`config.mk`:
```
export PLATFORM = sky130hd
export DESIGN_NAME = encoder_event_fifo
export DESIGN_NICKNAME = d
export VERILOG_FILES = /design/src/rtl/encoder_event_fifo.sv
export SDC_FILE = /design/constraint.sdc
export NUM_CORES = 1
export LEC_CHECK = 0
export ABC_AREA = 1
export CORE_MARGIN = 10
export CORE_UTILIZATION = 63
export CTS_CLUSTER_DIAMETER = 40
export DETAILED_ROUTE_END_ITERATION = 8
export DONT_BUFFER_PORTS = 1
export PLACE_DENSITY = 0.89
export SYNTH_ARGS = -nofsm -noshare
export SYNTH_HDL_FRONTEND = slang
export SYNTH_SLANG_ARGS = --single-unit
```
`constraint.sdc`:
```
create_clock -name clk -period 2.75 [get_ports clk]
set_input_delay 0.55 -clock clk [delete_from_list [all_inputs] [get_ports clk]]
set_output_delay 0.55 -clock clk [all_outputs]
set_load 0.01 [all_outputs]
```
`src/rtl/encoder_event_fifo.sv`:
```
// rtl/encoder_event_fifo.sv - one-hot validator, 4-bit index encoder and event FIFO (option: ENCODER_EVENT_FIFO_ERRCNT_EN)
module encoder_event_fifo #(
    parameter int DEPTH  = 4,
    parameter int ADDR_W = 2
) (
    input  logic              clk,
    input  logic              reset,
    input  logic              enable,
    input  logic [15:0]       encoder_in,
    output logic [3:0]        out_data,
    output logic              out_valid,
    input  logic              out_ready,
    output logic              err_multi,
    output logic              overflow,
    output logic [ADDR_W:0]   count
`ifdef ENCODER_EVENT_FIFO_ERRCNT_EN
    ,
    output logic [7:0]        err_count
`endif
);

    localparam logic [ADDR_W:0] L_DEPTH = (ADDR_W + 1)'(DEPTH);

    logic [3:0]        r_mem [DEPTH];
    logic [ADDR_W-1:0] r_wr_ptr;
    logic [ADDR_W-1:0] r_rd_ptr;
    logic [ADDR_W:0]   r_count;
    logic [3:0]        r_out_data;
    logic              r_err_multi;
    logic              r_overflow;

    logic              w_seen;
    logic              w_multi;
    logic [3:0]        w_index;
    logic              w_event;
    logic              w_full;
    logic              w_pop;
    logic              w_push;
    logic [ADDR_W-1:0] w_rd_next;
    logic [ADDR_W:0]   w_count_next;

    // Classify the request vector: any bit set, more than one bit set, and the set bit's index
    always_comb begin
        w_seen  = 1'b0;
        w_multi = 1'b0;
        w_index = 4'd0;
        for (int i = 0; i < 16; i++) begin
            if (encoder_in[i]) begin
                if (w_seen) begin
                    w_multi = 1'b1;
                end
                w_seen  = 1'b1;
                w_index = 4'(i);
            end
        end
    end

    assign w_event   = enable & w_seen & ~w_multi;
    assign w_full    = (r_count == L_DEPTH);
    assign w_pop     = (r_count != '0) & out_ready;
    assign w_push    = w_event & (~w_full | w_pop);
    assign w_rd_next = w_pop ? r_rd_ptr + ADDR_W'(1) : r_rd_ptr;

    // Occupancy after this edge: a simultaneous push and pop leaves it unchanged
    always_comb begin
        w_count_next = r_count;
        case ({w_push, w_pop})
            2'b10:   w_count_next = r_count + (ADDR_W + 1)'(1);
            2'b01:   w_count_next = r_count - (ADDR_W + 1)'(1);
            default: w_count_next = r_count;
        endcase
    end

    // Storage array; contents need no reset because out_valid gates their use
    always_ff @(posedge clk) begin
        if (w_push) begin
            r_mem[r_wr_ptr] <= w_index;
        end
    end

    // Pointers, occupancy, registered head, error pulse and sticky overflow
    always_ff @(posedge clk or posedge reset) begin
        if (reset) begin
            r_wr_ptr    <= '0;
            r_rd_ptr    <= '0;
            r_count     <= '0;
            r_out_data  <= 4'd0;
            r_err_multi <= 1'b0;
            r_overflow  <= 1'b0;
        end else begin
            if (w_push) begin
                r_wr_ptr <= r_wr_ptr + ADDR_W'(1);
            end
            r_rd_ptr    <= w_rd_next;
            r_count     <= w_count_next;
            r_err_multi <= enable & w_multi;
            if (w_event & w_full & ~w_pop) begin
                r_overflow <= 1'b1;
            end
            // The head is registered so a fresh event shows one cycle later; when the
            // FIFO goes empty the last head value is simply held.
            if (w_count_next != '0) begin
                if (w_push && (r_wr_ptr == w_rd_next)) begin
                    r_out_data <= w_index;
                end else begin
                    r_out_data <= r_mem[w_rd_next];
                end
            end
        end
    end

`ifdef ENCODER_EVENT_FIFO_ERRCNT_EN
    logic [7:0] r_err_count;

    // Saturating tally of multi-hot samples
    always_ff @(posedge clk or posedge reset) begin
        if (reset) begin
            r_err_count <= 8'd0;
        end else if (enable && w_multi && (r_err_count != 8'hFF)) begin
            r_err_count <= r_err_count + 8'd1;
        end
    end

    assign err_count = r_err_count;
`endif

    assign out_data  = r_out_data;
    assign out_valid = (r_count != '0);
    assign err_multi = r_err_multi;
    assign overflow  = r_overflow;
    assign count     = r_count;

endmodule
```
==> metrics.txt <==
status completed; largest net degree at the start of global routing 14; routed via count ~1500; post-cts gate resize count 0; top post-synthesis cells by count 60 x nand2_1, 33 x inv_1, 21 x nor2_1; Worst-path clk slew 0.09 ns; Final Wtd Congestion between 0.8 and 0.9; initial antenna violation count 0; Fmax ~390 MHz; clock skew 0.01058 ns; syn_nets 250; Clock Path Buffers 2; Pre-Repair DR Iteration Count 4; Synth area leaders edfxtp_1 26%, dfrtp_1 17%, nand2_1 12%, inv_1 6.7%, nor2_1 4.2%; Post-DP HPWL around 3400 um; Via density 5.484; synthesized area about 1900 um2; Met1 Wirelength between 1500 and 2000 um; warning count from the yosys run 0; top_reg_cell synth edfxtp_1; Worst setup EP type flop; TNS Setup 0 ns; CTS Hold Bufs 0; die area between 5000 and 6000 um2; CP required 3.02 ns; io pins 30; number of remaining DRC errors 0; Routed WL per cell roughly 15 um; Cell Rows 19; Chip Height 74.35 um; Synth Area per Inst approximately 8.3 um2; Finish-stage setup viols 0; final-report max-slew violation count 0; critical path peak fanout 8; RSZ-0062 raised after global routing yes; Max Cap Viol 0; Post-Syn Instances 224; H-Tree Depth 2; Arr. time, crit path between 2 and 3 ns; grt total ovfl 0; Post-synth EDFFs 16; gr usage total around 17%; cell taking the most area after synthesis edfxtp_1; input/output buffers 0; Slew headroom just over 50%; Leak Pwr 1.040 nW; critical path type primary input to flop; most common cell in the netlist nand2_1; Core ar. 2781 um2; Pwr Density between 700 and 800 nW/um2; Slew @ Worst Pin around 0.72 ns; Fillers 190; Synth Register Bits 29; setup bufs post-CTS 0; root buffer cell clkbuf_4; area delta synth->final 15.74%; met3 wire len around 340 um; vias in the first global route approximately 1500; first-pass GRT wire length around 7000 um; antenna-violating nets left 0; post-synth top area share 25.82%; layout cells sized above 1 a little under a quarter; Seq/Total Area, Yosys 43.31%; fin crit period approximately 2.6 ns; Worst VDD drop about 1 mV; die width 74.35 um; Total Nets Final ~270; drt initial violations 95; CP startpoint kind primary input; TritonCTS clock tree yes; CP startpoint encoder_in[1]; Worst-Skew Late Latency 0.32 ns; worst reg2reg startpoint count[0]$_DFF_PP0_; Synth cell types 36; Clock Sinks 29; post-route design area around 2200 um2; antenna cells 0; Highest Signal Layer met4; Starting Density between 60% and 70%; Post-DP Area ~2100 um2; period utilization 93.94%; Final Hold Fails 0; Met2 Routed Length between 2000 and 2500 um; Num CTS Buffers 5; Post-Route WL ~4300 um; FFs w/ async S/R, synth around 45%; hold crit path type primary input to async pin
[path summary, 6_finish.rpt]
path / to / slack [ns] / depth (start not counted)
worst max-delay path: out_data[0]$_DFFE_PP0P_ / 0.17 / 17
worst min-delay path: out_data[1]$_DFFE_PP0P_ / 0.12 / 1
worst max register to register: out_data[0]$_DFFE_PP0P_ / 0.27 / 15
worst min register to register: out_data[1]$_DFFE_PP0P_ / 0.57 / 2
max in group asynchronous: count[2]$_DFF_PP0_ / 2.29 / 1
min in group clk: err_multi$_DFF_PP0_ / 0.41 / 2
[worst max-delay path: stages]
cell	delay (ns)
nor2_4	0.11
nand2_4	0.08
nor2_8	0.16
nand3_1	0.10
nand2_2	0.08
nand4_1	0.16
nor2_4	0.17
nand3_4	0.08
ha_4	0.18
inv_4	0.06
fa_2	0.43
o21ai_1	0.20
nor3_2	0.08
buf_4	0.16
a21oi_2	0.11
nand2_1	0.07
nand2_1	0.06
[layer usage]
layer	up-vias	GRT usage, %
met5	-	0
met4	0	5.488
met3	9	4.388
met2	58	28.31
met1	695	19.59
li1	768	-
[metrics by stage]
stage                     utilization [%]  cells  power [W]  hold WS [ns]  setup slack [ns]
after floorplan                         -    224   0.001216        0.4270           -0.1381
after global placement              75.21    271   0.001402        0.4800           -0.1101
after detailed placement            75.21    271   0.001461        0.4827           -0.2556
after CTS                           77.01    279   0.001696        0.1298           0.08237
after global routing                77.42    279   0.001820        0.1519          -0.01226
final                               77.42    279   0.001705        0.1221            0.1668
[state kept, by name (all words and copies together) (netlist names)]
| register | cells |
|---|---|
| r_mem | 16 |
| r_wr_ptr | 2 |
| count | 3 |
| r_rd_ptr | 2 |
| err_multi | 1 |
| overflow | 1 |
| out_data | 4 |
[cell type report]
| cell class | count | area [um2] | share of cell area (%) |
|---|---|---|---|
| tap | 31 | 38.79 | 1.801 |
| inverter | 39 | 151.4 | 7.031 |
| clock inverter | 3 | 12.51 | 0.5811 |
| timing repair buffer | 16 | 132.6 | 6.159 |
| sequential | 29 | 805.8 | 37.42 |
| multi-input combinational | 156 | 974.7 | 45.26 |
| clock buffer | 5 | 37.54 | 1.743 |
[power breakdown]
group / total (W) / switching, W / leakage [nW] / internal (W)
Combinational: 0.000856 / 0.000542 / 0.707 / 0.000314
Clock: 0.000235 / 0.000143 / 0.0300 / 0.0000922
Sequential: 0.000614 / 0.0000841 / 0.302 / 0.000530
Total: 0.00170 / 0.000769 / 1.04 / 0.000936
[kinds of logic after synthesis]
| logic type | count (synthesis) | share of synthesized area (%) |
|---|---|---|
| xor+xnor | 4 | 1.883 |
| buf+inv | 39 | 8.003 |
| fa+ha+maj | 6 | 4.439 |
| simple gates | 119 | 32.75 |
| flops | 29 | 43.31 |
| compound gates | 27 | 9.618 |
[placed cells by master (no fill, tap or decap), types with 2 or more instances in the layout]
master	synthesis	layout
o22ai_1	3	3
nor2_2	7	2
a21oi_2	1	2
dfrtp_1	13	13
edfxtp_1	16	16
nor2_8	2	2
buf_4	0	15
nand2_1	60	59
inv_2	4	3
nor2_4	3	8
inv_4	1	2
nand4_1	2	2
nand3_1	11	11
clkbuf_4	0	5
nand2_4	3	5
nor2_1	21	21
o21ai_1	2	3
xnor2_1	2	2
ha_1	5	4
nand2_2	4	3
xor2_1	2	2
nand3b_1	2	2
inv_1	33	33
clkinv_1	1	3
o21ai_0	11	10
Note: power is estimated with default switching activity, not from simulation.
